--- src/rtl/mem_port_arbiter_pkg.sv ---
// Shared types and constants for the memory port arbiter.
package mem_port_arbiter_pkg;

    localparam int ADDR_W_DEF       = 16;
    localparam int MEM_DW_DEF       = 40;
    localparam int NUM_BEATS_DEF    = 8;
    localparam int STARVE_LIMIT_DEF = 3;
    localparam int STARVE_W         = 2;

    typedef enum logic [1:0] {
        ST_IDLE = 2'd0,
        ST_REQ  = 2'd1,
        ST_RECV = 2'd2
    } arb_state_t;

    typedef enum logic {
        OWN_DMD = 1'b0,
        OWN_PF  = 1'b1
    } owner_t;

    // Counter width able to index n beats (at least one bit).
    function automatic int cnt_width(input int n);
        return (n > 1) ? $clog2(n) : 1;
    endfunction

endpackage

--- src/rtl/mem_port_arbiter_if.sv ---
// Bundle of requester, memory and response signals around the arbiter.
// slave = arbiter side, master = requesters/memory/environment side.
interface mem_port_arbiter_if
    import mem_port_arbiter_pkg::*;
#(
    parameter int ADDR_WIDTH     = ADDR_W_DEF,
    parameter int MEM_DATA_WIDTH = MEM_DW_DEF
);
    logic                      i_halt;
    logic [ADDR_WIDTH-1:0]     i_dmd_addr;
    logic                      i_dmd_valid;
    logic                      o_dmd_ready;
    logic [ADDR_WIDTH-1:0]     i_pf_addr;
    logic                      i_pf_valid;
    logic                      o_pf_ready;
    logic [ADDR_WIDTH-1:0]     o_mem_req_addr;
    logic                      o_mem_req_valid;
    logic                      i_mem_req_ready;
    logic [MEM_DATA_WIDTH-1:0] i_mem_data;
    logic                      i_mem_data_valid;
    logic                      o_mem_ready;
    logic [MEM_DATA_WIDTH-1:0] o_rsp_data;
    logic                      o_dmd_rsp_valid;
    logic                      o_pf_rsp_valid;
    logic                      o_rsp_last;
    logic                      o_busy;
    logic                      o_stray_beat;

    modport slave (
        input  i_halt, i_dmd_addr, i_dmd_valid, i_pf_addr, i_pf_valid,
               i_mem_req_ready, i_mem_data, i_mem_data_valid,
        output o_dmd_ready, o_pf_ready, o_mem_req_addr, o_mem_req_valid,
               o_mem_ready, o_rsp_data, o_dmd_rsp_valid, o_pf_rsp_valid,
               o_rsp_last, o_busy, o_stray_beat
    );

    modport master (
        output i_halt, i_dmd_addr, i_dmd_valid, i_pf_addr, i_pf_valid,
               i_mem_req_ready, i_mem_data, i_mem_data_valid,
        input  o_dmd_ready, o_pf_ready, o_mem_req_addr, o_mem_req_valid,
               o_mem_ready, o_rsp_data, o_dmd_rsp_valid, o_pf_rsp_valid,
               o_rsp_last, o_busy, o_stray_beat
    );
endinterface

--- src/rtl/mem_port_arb_pick.sv ---
// Demand-over-prefetch priority with a starvation escape for prefetch.
module mem_port_arb_pick
    import mem_port_arbiter_pkg::*;
#(
    parameter int STARVE_LIMIT = STARVE_LIMIT_DEF
) (
    input  logic                dmd_valid_i,
    input  logic                pf_valid_i,
    input  logic [STARVE_W-1:0] starve_cnt_i,
    output owner_t              winner_o
);
    logic starved;

    // Prefetch only wins alone, or when demand has won too often in a row.
    assign starved  = (starve_cnt_i == STARVE_W'(STARVE_LIMIT));
    assign winner_o = (pf_valid_i && (!dmd_valid_i || starved)) ? OWN_PF : OWN_DMD;
endmodule

--- src/rtl/mem_port_arbiter.sv ---
// Two-requester block-fetch arbiter: grants demand or prefetch, issues one
// memory request, then steers NUM_BEATS returning beats to the owner.
module mem_port_arbiter
    import mem_port_arbiter_pkg::*;
#(
    parameter int ADDR_WIDTH     = ADDR_W_DEF,
    parameter int MEM_DATA_WIDTH = MEM_DW_DEF,
    parameter int NUM_BEATS      = NUM_BEATS_DEF,
    parameter int STARVE_LIMIT   = STARVE_LIMIT_DEF
) (
    input  logic            clk,
    input  logic            arst_n,
    mem_port_arbiter_if.slave bus
);
    localparam int BCNT_W = cnt_width(NUM_BEATS);

    arb_state_t            state_q;
    logic [BCNT_W-1:0]     beat_q;
    logic [STARVE_W-1:0]   starve_q;
    logic [ADDR_WIDTH-1:0] addr_q;
    owner_t                owner_q;

    owner_t                    win;
    logic                      run, in_idle, in_req, in_recv;
    logic                      dmd_grant, pf_grant, any_grant;
    logic                      beat, last_beat;
    logic [MEM_DATA_WIDTH-1:0] rsp_data;

    mem_port_arb_pick #(.STARVE_LIMIT(STARVE_LIMIT)) u_pick (
        .dmd_valid_i  (bus.i_dmd_valid),
        .pf_valid_i   (bus.i_pf_valid),
        .starve_cnt_i (starve_q),
        .winner_o     (win)
    );

    // Anything that moves state or pulses an output needs reset released and no halt.
    assign run     = arst_n & ~bus.i_halt;
    assign in_idle = (state_q == ST_IDLE);
    assign in_req  = (state_q == ST_REQ);
    assign in_recv = (state_q == ST_RECV);

    assign any_grant = run & in_idle & (bus.i_dmd_valid | bus.i_pf_valid);
    assign dmd_grant = any_grant & (win == OWN_DMD);
    assign pf_grant  = any_grant & (win == OWN_PF);

    assign beat      = run & in_recv & bus.i_mem_data_valid;
    assign last_beat = beat & (beat_q == BCNT_W'(NUM_BEATS - 1));
    assign rsp_data  = beat ? bus.i_mem_data : '0;

    assign bus.o_dmd_ready     = dmd_grant;
    assign bus.o_pf_ready      = pf_grant;
    // Request stays up through halt so the memory sees a stable request.
    assign bus.o_mem_req_valid = arst_n & in_req;
    assign bus.o_mem_req_addr  = (arst_n & in_req) ? addr_q : '0;
    assign bus.o_mem_ready     = run & in_recv;
    assign bus.o_rsp_data      = rsp_data;
    assign bus.o_dmd_rsp_valid = beat & (owner_q == OWN_DMD);
    assign bus.o_pf_rsp_valid  = beat & (owner_q == OWN_PF);
    assign bus.o_rsp_last      = last_beat;
    assign bus.o_busy          = arst_n & ~in_idle;
    // Beats arriving while no block is being received are discarded and flagged.
    assign bus.o_stray_beat    = run & ~in_recv & bus.i_mem_data_valid;

    // Transaction FSM with latched address/owner, beat and starvation counters.
    always_ff @(posedge clk) begin
        if (!arst_n) begin
            state_q  <= ST_IDLE;
            beat_q   <= '0;
            starve_q <= '0;
            addr_q   <= '0;
            owner_q  <= OWN_DMD;
        end else if (!bus.i_halt) begin
            case (state_q)
                ST_IDLE: begin
                    if (any_grant) begin
                        addr_q  <= (win == OWN_PF) ? bus.i_pf_addr : bus.i_dmd_addr;
                        owner_q <= win;
                        state_q <= ST_REQ;
                        if (pf_grant)
                            starve_q <= '0;
                        else if (bus.i_pf_valid && (starve_q != '1))
                            starve_q <= starve_q + STARVE_W'(1);
                    end
                end
                ST_REQ: begin
                    if (bus.i_mem_req_ready) begin
                        state_q <= ST_RECV;
                        beat_q  <= '0;
                    end
                end
                ST_RECV: begin
                    if (beat) begin
                        beat_q <= beat_q + BCNT_W'(1);
                        if (last_beat)
                            state_q <= ST_IDLE;
                    end
                end
                default: state_q <= ST_IDLE;
            endcase
        end
    end
endmodule

--- src/flat_wrapper.sv ---
// flat-port wrapper written by rule: the top's interface ports become plain ports
module mem_port_arbiter_flat import mem_port_arbiter_pkg::*;
#(
    parameter int ADDR_WIDTH     = ADDR_W_DEF,
    parameter int MEM_DATA_WIDTH = MEM_DW_DEF,
    parameter int NUM_BEATS      = NUM_BEATS_DEF,
    parameter int STARVE_LIMIT   = STARVE_LIMIT_DEF
)
  (clk, arst_n, bus_i_halt, bus_i_dmd_addr, bus_i_dmd_valid, bus_i_pf_addr, bus_i_pf_valid, bus_i_mem_req_ready, bus_i_mem_data, bus_i_mem_data_valid, bus_o_dmd_ready, bus_o_pf_ready, bus_o_mem_req_addr, bus_o_mem_req_valid, bus_o_mem_ready, bus_o_rsp_data, bus_o_dmd_rsp_valid, bus_o_pf_rsp_valid, bus_o_rsp_last, bus_o_busy, bus_o_stray_beat);
  mem_port_arbiter_if #(.ADDR_WIDTH(ADDR_WIDTH), .MEM_DATA_WIDTH(MEM_DATA_WIDTH)) bus_i ();
  input  logic clk;
  input  logic arst_n;
  input wire logic [$bits(bus_i.i_halt)-1:0] bus_i_halt;
  input wire logic [$bits(bus_i.i_dmd_addr)-1:0] bus_i_dmd_addr;
  input wire logic [$bits(bus_i.i_dmd_valid)-1:0] bus_i_dmd_valid;
  input wire logic [$bits(bus_i.i_pf_addr)-1:0] bus_i_pf_addr;
  input wire logic [$bits(bus_i.i_pf_valid)-1:0] bus_i_pf_valid;
  input wire logic [$bits(bus_i.i_mem_req_ready)-1:0] bus_i_mem_req_ready;
  input wire logic [$bits(bus_i.i_mem_data)-1:0] bus_i_mem_data;
  input wire logic [$bits(bus_i.i_mem_data_valid)-1:0] bus_i_mem_data_valid;
  output wire logic [$bits(bus_i.o_dmd_ready)-1:0] bus_o_dmd_ready;
  output wire logic [$bits(bus_i.o_pf_ready)-1:0] bus_o_pf_ready;
  output wire logic [$bits(bus_i.o_mem_req_addr)-1:0] bus_o_mem_req_addr;
  output wire logic [$bits(bus_i.o_mem_req_valid)-1:0] bus_o_mem_req_valid;
  output wire logic [$bits(bus_i.o_mem_ready)-1:0] bus_o_mem_ready;
  output wire logic [$bits(bus_i.o_rsp_data)-1:0] bus_o_rsp_data;
  output wire logic [$bits(bus_i.o_dmd_rsp_valid)-1:0] bus_o_dmd_rsp_valid;
  output wire logic [$bits(bus_i.o_pf_rsp_valid)-1:0] bus_o_pf_rsp_valid;
  output wire logic [$bits(bus_i.o_rsp_last)-1:0] bus_o_rsp_last;
  output wire logic [$bits(bus_i.o_busy)-1:0] bus_o_busy;
  output wire logic [$bits(bus_i.o_stray_beat)-1:0] bus_o_stray_beat;
  assign bus_i.i_halt = bus_i_halt;
  assign bus_i.i_dmd_addr = bus_i_dmd_addr;
  assign bus_i.i_dmd_valid = bus_i_dmd_valid;
  assign bus_i.i_pf_addr = bus_i_pf_addr;
  assign bus_i.i_pf_valid = bus_i_pf_valid;
  assign bus_i.i_mem_req_ready = bus_i_mem_req_ready;
  assign bus_i.i_mem_data = bus_i_mem_data;
  assign bus_i.i_mem_data_valid = bus_i_mem_data_valid;
  assign bus_o_dmd_ready = bus_i.o_dmd_ready;
  assign bus_o_pf_ready = bus_i.o_pf_ready;
  assign bus_o_mem_req_addr = bus_i.o_mem_req_addr;
  assign bus_o_mem_req_valid = bus_i.o_mem_req_valid;
  assign bus_o_mem_ready = bus_i.o_mem_ready;
  assign bus_o_rsp_data = bus_i.o_rsp_data;
  assign bus_o_dmd_rsp_valid = bus_i.o_dmd_rsp_valid;
  assign bus_o_pf_rsp_valid = bus_i.o_pf_rsp_valid;
  assign bus_o_rsp_last = bus_i.o_rsp_last;
  assign bus_o_busy = bus_i.o_busy;
  assign bus_o_stray_beat = bus_i.o_stray_beat;
  mem_port_arbiter #(.ADDR_WIDTH(ADDR_WIDTH), .MEM_DATA_WIDTH(MEM_DATA_WIDTH), .NUM_BEATS(NUM_BEATS), .STARVE_LIMIT(STARVE_LIMIT)) u_core (.clk(clk), .arst_n(arst_n), .bus(bus_i));
endmodule
--- config.mk ---
export PLATFORM = sky130hd
export DESIGN_NAME = mem_port_arbiter_flat
export DESIGN_NICKNAME = d
export VERILOG_FILES = /design/src/rtl/mem_port_arbiter_pkg.sv /design/src/rtl/mem_port_arbiter_if.sv /design/src/rtl/mem_port_arb_pick.sv /design/src/rtl/mem_port_arbiter.sv /design/src/flat_wrapper.sv
export SDC_FILE = /design/constraint.sdc
export NUM_CORES = 1
export LEC_CHECK = 0
export ABC_CLOCK_PERIOD_IN_PS = 1720
export CAP_MARGIN = 20
export CORE_MARGIN = 3
export CORE_UTILIZATION = 29
export CTS_CLUSTER_DIAMETER = 150
export DETAILED_ROUTE_END_ITERATION = 7
export PLACE_DENSITY = 0.86
export SETUP_SLACK_MARGIN = 0.2
export SLEW_MARGIN = 10
export SYNTH_ARGS = -nofsm -noshare
export SYNTH_HDL_FRONTEND = slang
export SYNTH_HIERARCHICAL = 1
export SYNTH_SLANG_ARGS = --single-unit
--- constraint.sdc ---
create_clock -name clk -period 1.72 [get_ports clk]
set_clock_uncertainty 0.15 [all_clocks]
set_input_delay 0.344 -clock clk [delete_from_list [all_inputs] [get_ports clk]]
set_output_delay 0.344 -clock clk [all_outputs]
set_load 0.03 [all_outputs]
Word-level counts from Yosys, hierarchy flattened
Index checks and enable logic that the tools add are counted.
{"block": "totals", "register_bits": 24, "out_inout_bits": 65, "in_bits": 79}
{"block": "classes", "muxes": 14, "n_eq_ne": 9, "n_bitwise": 20, "reduce_logical": 11, "n_addsub": 2}
{"operator": "2-to-1 mux 40 bit", "count": 1}
{"operator": "2-to-1 mux 16 bit", "count": 2}
{"operator": "AND 1 bit", "count": 14}
{"operator": "2-to-1 mux 2 bit", "count": 6}
{"operator": "inequality test 2 bit (second input constant)", "count": 5}
{"operator": "AND reduction 4 bit", "count": 2}
{"operator": "2-to-1 mux 3 bit", "count": 2}
{"operator": "case mux 2 bit (3 select lines)", "count": 1}
{"operator": "case mux 3 bit (2 select lines)", "count": 1}
{"operator": "inverter 1 bit", "count": 5}
{"operator": "AND reduction 5 bit", "count": 1}
{"operator": "== test 2 bit (second input constant)", "count": 2}
{"operator": "nonzero test 2 bit", "count": 2}
{"operator": "adder 3 x 1 -> 3 bit (second input constant)", "count": 1}
{"operator": "== test 3 bit (second input constant)", "count": 1}
{"operator": "AND reduction 3 bit", "count": 1}
{"operator": "adder 2 x 1 -> 2 bit (second input constant)", "count": 1}
{"operator": "== test 2 x 1 -> 1 bit (second input constant)", "count": 1}
{"operator": "logical AND 1 bit", "count": 2}
{"operator": "zero test 2 bit", "count": 1}
{"operator": "zero test 1 bit", "count": 1}
{"operator": "logical OR 1 bit", "count": 1}
{"operator": "2-to-1 mux 1 bit", "count": 1}
{"operator": "OR 1 bit", "count": 1}

Logic depth before layout (Yosys ltp)
{"block": "logic_depth", "depth_word": 8, "depth_mapped": 5, "ltp_nobuf": 5}

Hierarchy
Netlist, hierarchy kept.
{"mod": "mem_port_arbiter", "area_each_um2": 1630.3, "cells_per_inst": 196, "instances": 1}
{"mod": "mem_port_arb_pick", "area_each_um2": 11.3, "cells_per_inst": 2, "instances": 1}

Worst setup path after synthesis
No wires, ideal clock.
{"block": "synth_path", "path_type": "input to output", "from": "input arst_n", "to": "output bus_o_mem_req_addr[10]", "t_required_ps": 1226, "path_stages": 5, "arrival_time_ps": 1754, "setup_slack_ps": -528, "path_cell_list": "buf_6 > inv_1 > nor3b_1 > clkbuf_1 > and2_1"}
{"block": "synth_between", "elab_chain_cells": 2}
{"element": "from (decl)", "line_no": "flat_wrapper.sv:12", "source": "input logic arst_n;"}
{"element": "AND 1 bit"}
{"element": "named net bus_o_mem_req_valid", "line_no": "flat_wrapper.sv:24", "source": "output wire logic [$bits(bus_i.o_mem_req_valid)-1:0] bus_o_mem_req_valid;"}
{"element": "2-to-1 mux 16 bit", "line_no": "mem_port_arbiter.sv:54", "source": "assign bus.o_mem_req_addr = (arst_n & in_req) ? addr_q : '0;"}
{"element": "to (decl)", "line_no": "flat_wrapper.sv:23", "source": "output wire logic [$bits(bus_i.o_mem_req_addr)-1:0] bus_o_mem_req_addr;"}
The timed path passes the listed nets, and every way through them passes these cells.

Worst setup path in the final report
{"block": "layout_path", "from": "input bus_i_halt", "to": "output bus_o_rsp_data[33]"}
{"block": "layout_between", "elab_chain_cells": 5}
{"element": "from (decl)", "line_no": "flat_wrapper.sv:13", "source": "input wire logic [$bits(bus_i.i_halt)-1:0] bus_i_halt;"}
{"element": "inverter 1 bit (no source line)"}
{"element": "AND 1 bit", "line_no": "mem_port_arbiter.sv:37", "source": "assign run = arst_n & ~bus.i_halt;"}
{"element": "AND 1 bit (2 in series)", "line_no": "mem_port_arbiter.sv:46", "source": "assign beat = run & in_recv & bus.i_mem_data_valid;"}
{"element": "2-to-1 mux 40 bit", "line_no": "mem_port_arbiter.sv:48", "source": "assign rsp_data = beat ? bus.i_mem_data : '0;"}
{"element": "to (decl)", "line_no": "flat_wrapper.sv:26", "source": "output wire logic [$bits(bus_i.o_rsp_data)-1:0] bus_o_rsp_data;"}
Every way passes these cells.

==> summary.md <==
The run gives 0.786 as the last weighted congestion value of the routability-driven placer. The layout has 248 filler cells. Summing over every cut layer, the via total after detailed routing is 2,494. The critical path crosses 8 cells after its start point.

The logs give 0 for the number of pins exceeding their max-slew limit in the final report and 461 for the count of placed standard cells in the final layout, fillers left out. Using the TritonRoute via totals, the vias-per-cell ratio works out to 5.41. The deepest level of the CTS H-tree is 1, and the number of I/O port buffers is 143. Relative to the synthesized area, the layout overhead comes to 178%. The worst setup path is launched from an input port. Net switching is 28.1% of the power. After clock tree synthesis, the clock-pin slew on the worst setup and hold paths is 0.09 ns.

The logs give 14,600 um for the global-route wire length before repair and 29.3% for the register area share after synthesis. Initial antenna violation count: 0. Walking the worst path, the cells encountered are buf_8, nand3b_1, nor3b_4, buf_6, buf_6, buf_12, and2_4, buf_12. In the final design database the tool counted 474 nets. Category of the most critical setup path: in -> out. Counting tap cells, the placed design contains a total of 422 instances.

The checks that failed: negative setup slack. For the yosys synthesis warning count, the log shows 6. The measured slew at the worst slew-check pin works out to 0.272 ns. After detailed routing, the total wire length is 11,000 um.

The portion of synthesized area spent on multiplexers is 9.76%. I/O pin total: 144. Measured along the x axis, the die boundary spans 81.2 um. The run gives 3510 um^2 as the post-detailed-placement cell area. The worst-case IR drop observed on VDD is 0.490 mV.

After routing, the total negative slack on setup checks comes to -25.98 ns. The logs give 2,641 for the via count of the first global-routing pass and 0 for the final hold violation count. The worst setup path is captured at an output pin.

The area of all placed cells without fillers was 4560 um^2. The number of cells produced by synthesis was 198; the maximum operating frequency was 462 MHz. The sequential group share of total power was 35.0%. Along the worst hold path, the cell count comes to 2.

The synthesized netlist devotes 19.0% of its cell area to compound gates. For this run, asynchronously set or reset flops after synthesis account for 0%. In this run, the number of DRC markers left after iteration 0 of detailed routing was 218.

For this design, the CTS-stage hold fixing added 0 buffers. The clock sink count is 24, and the fraction of the mapped netlist area in adder cells is 2.29%. Entering global routing, the biggest net connects 17 pins. Measured against its own limit, the worst slew margin works out to 81.7%. Data on the critical path arrives at its endpoint at 1.67 ns. Each instance of the synthesized netlist takes up on average 8.29 um^2.

The worst reg-to-reg setup slack is -0.20 ns. On the worst path, the slowest cell contributes a delay of 0.29 ns. Setup violations remaining at the end of the flow were counted as 83. The worst-case clock buffer depth is 2, and the largest fanout on the critical path is 6. The worst hold path belongs to the class reg -> reg. The flow ran to the end, but the final reports show violations. The max-cap violation count is 0, and the post-route core utilization is 86.1%. The worst-case hold slack came out at 0.405 ns. The highest-delay cell along the critical path was sky130_fd_sc_hd__nor3b_4. Counting flops with a built-in enable in the synthesized netlist gives 0. The worst path buffer plus inverter count was 5; the net count after synthesis was 280. The initialized floorplan defines 26 standard-cell rows. The run gives -0.446 ns as the final worst setup slack. The floorplan die area was 6600 um^2; the distinct cell type count after synthesis was 34. Internal power comes to 1.26 mW. For this run, design rule violations remaining after detail routing come to 0. In the finished design, the share of the clock period the worst path needs comes to 126%. The layout cell share with drive strength beyond 1 was 61.4%; the proportion of netlist area held by the largest area contributor was 29.3%.

The post-route antenna net violation count is 0, and the all-layer global routing usage is 29.6%. The total core area came out at 5300 um^2. Setup repair after global routing could not meet its margin everywhere. The synthesized netlist devotes 34.0% of its cell area to simple gates. The total congestion overflow was 0. The tools report the buffer cell driving the clock tree root as sky130_fd_sc_hd__clkbuf_8. Number of iterations in the first detailed-routing pass: 4.

The post-detailed-route wirelength per cell is 23.9 um, and the vertical extent of the die is 81.2 um. In this run the static leakage power is 1.93 nW. Of all cell types, the one taking the most synthesized area is sky130_fd_sc_hd__dfxtp_1.

The most used flip-flop cell after synthesis is sky130_fd_sc_hd__dfxtp_1. The clock latency on the worst-skew pair is 0.28 ns. Subtracting the final worst setup slack from the clock period gives 2.17 ns. The logs give 5260 um for the total half-perimeter wirelength after legalization and detailed placement and 3 for the CTS buffer count.

STA puts the critical path data required time at 1.23 ns. The count of cells along the worst register-to-register path is 4. The run gives 1640 um^2 as the synthesized cell area.

The xor and xnor fraction of the mapped netlist area is 0%, and the combinational fraction of design power is 35.3%. The repair_antennas step left the layout with diodes totalling 0. The combinational family with the most area after synthesis is simple AND/OR/NAND/NOR gates. TritonCTS built the clock tree. Once the floorplan was initialized, standard cells occupied 31.0% of the core.

The clock network accounts for 29.7% of the total power. Sorting the synthesized cells by area gives the leading types as sky130_fd_sc_hd__dfxtp_1, sky130_fd_sc_hd__and2_1, sky130_fd_sc_hd__mux2i_1. The synthesized design contains 24 register bits. The total power divided by cell area is 383 nW/um^2. The analysis attributes to net switching a power of 0.491 mW.

Critical path's top delay family: simple AND/OR/NAND/NOR gates.
[registers in the layout (all words and copies together) (netlist names)]
signal / count
u_core/owner_q: 1
u_core/state_q: 2
u_core/starve_q: 2
u_core/beat_q: 3
u_core/addr_q: 16
[cells in the final DEF, fill, tap and decap left out, types with 2 or more instances in the layout]
| master | Yosys | routed |
|---|---|---|
| sky130_fd_sc_hd__buf_8 | 0 | 2 |
| sky130_fd_sc_hd__a32o_1 | 2 | 2 |
| sky130_fd_sc_hd__nor3b_4 | 0 | 2 |
| sky130_fd_sc_hd__nand3b_1 | 3 | 3 |
| sky130_fd_sc_hd__dfxtp_4 | 0 | 2 |
| sky130_fd_sc_hd__clkbuf_8 | 0 | 3 |
| sky130_fd_sc_hd__dlygate4sd2_1 | 0 | 2 |
| sky130_fd_sc_hd__clkdlybuf4s50_1 | 0 | 73 |
| sky130_fd_sc_hd__o21ai_4 | 0 | 3 |
| sky130_fd_sc_hd__inv_1 | 5 | 4 |
| sky130_fd_sc_hd__buf_4 | 1 | 29 |
| sky130_fd_sc_hd__ha_1 | 3 | 3 |
| sky130_fd_sc_hd__o21ai_0 | 6 | 2 |
| sky130_fd_sc_hd__nor2_4 | 0 | 4 |
| sky130_fd_sc_hd__and2_4 | 0 | 58 |
| sky130_fd_sc_hd__buf_6 | 1 | 69 |
| sky130_fd_sc_hd__clkbuf_16 | 0 | 2 |
| sky130_fd_sc_hd__or4_4 | 0 | 2 |
| sky130_fd_sc_hd__nor2_1 | 7 | 2 |
| sky130_fd_sc_hd__a31oi_4 | 0 | 2 |
| sky130_fd_sc_hd__buf_16 | 0 | 6 |
| sky130_fd_sc_hd__dfxtp_1 | 24 | 21 |
| sky130_fd_sc_hd__a211oi_2 | 0 | 15 |
| sky130_fd_sc_hd__nor2b_4 | 0 | 2 |
| sky130_fd_sc_hd__mux2i_1 | 16 | 15 |
| sky130_fd_sc_hd__a21oi_1 | 20 | 19 |
| sky130_fd_sc_hd__buf_2 | 3 | 2 |
| sky130_fd_sc_hd__buf_12 | 0 | 19 |
[power groups by stage]
| stage | clock, mW | combinational (mW) | sequential, mW |
|---|---|---|---|
| 5_1_grt | 0.552 | 0.643 | 0.614 |
| 4_1_cts | 0.510 | 0.552 | 0.607 |
| 2_1_floorplan | 0 | 0.195 | 0.610 |
| 3_5_place_dp | 0 | 0.460 | 0.618 |
| 3_3_place_gp | 0 | 0.452 | 0.617 |
| 6_report | 0.520 | 0.617 | 0.612 |
[worst reg2reg max path: stages (launching register included)]
cell and delay (ns):
sky130_fd_sc_hd__dfxtp_4 0.37, sky130_fd_sc_hd__buf_6 0.13, sky130_fd_sc_hd__or4b_4 0.53, sky130_fd_sc_hd__or4_4 0.52
sky130_fd_sc_hd__a31oi_4 0.17
[final timing paths]
kind / start / endpoint
worst max register to register: u_core/state_q[1] / u_core/starve_q[1]
worst min register to register: u_core/addr_q[0] / u_core/addr_q[0]
worst max-delay path: bus_i_halt / bus_o_rsp_data[33]
worst min-delay path: u_core/addr_q[0] / u_core/addr_q[0]
[repair_timing]
item,CTS,global route
pin swaps,46,19
setup buffers,18,7
setup endpoints to repair,88,87
gates cloned,9,1
gates resized for setup,165,29
[cell families after synthesis]
family | count (synthesis)
and+or+nand+nor | 85
AOI/OAI and AO/OA | 49
DFF | 24
adders and majority gates | 3
buffers and inverters | 21
muxes | 16
[per-layer routing]
| layer | share of wire, % | global-route usage (%) | vias to the layer above |
|---|---|---|---|
| met1 | 36 | 32.1 | 1179 |
| met5 | 0 | 0 | - |
| met3 | 9.7 | 7.76 | 46 |
| li1 | - | - | 1083 |
| met2 | 49 | 53.6 | 186 |
| met4 | 5.9 | 13.3 | 0 |
[synthesized netlist by cell type, types with 2 or more instances]
cell,count
sky130_fd_sc_hd__a31oi_1,2
sky130_fd_sc_hd__or4_1,2
sky130_fd_sc_hd__inv_1,5
sky130_fd_sc_hd__dfxtp_1,24
sky130_fd_sc_hd__a32o_1,2
sky130_fd_sc_hd__clkbuf_1,10
sky130_fd_sc_hd__nand3b_1,3
sky130_fd_sc_hd__mux2i_1,16
sky130_fd_sc_hd__nor2b_1,2
sky130_fd_sc_hd__nand2_1,2
sky130_fd_sc_hd__and2_1,58
sky130_fd_sc_hd__nor2_1,7
sky130_fd_sc_hd__a21oi_1,20
sky130_fd_sc_hd__o21ai_0,6
sky130_fd_sc_hd__a211oi_1,16
sky130_fd_sc_hd__buf_2,3
sky130_fd_sc_hd__ha_1,3
[area by class of cell]
cell class | count | area [um^2] | share of cell area, %
multi-input combinational | 153 | 1480 | 32.5
inverter | 5 | 21.3 | 0.466
clock buffer | 3 | 41.3 | 0.905
timing repair buffer | 205 | 2410 | 52.8
tap | 70 | 87.6 | 1.92
clock inverter | 1 | 30.0 | 0.658
sequential | 24 | 489 | 10.7
[through the flow]
stage | power [mW] | worst slack [ns]
floorplan | 0.806 | -0.0838
global route | 1.81 | -0.454
CTS | 1.67 | -0.322
detailed placement | 1.08 | -0.620
finish | 1.75 | -0.446
global placement | 1.07 | -0.574
Note: power is estimated with default switching activity, not from simulation.
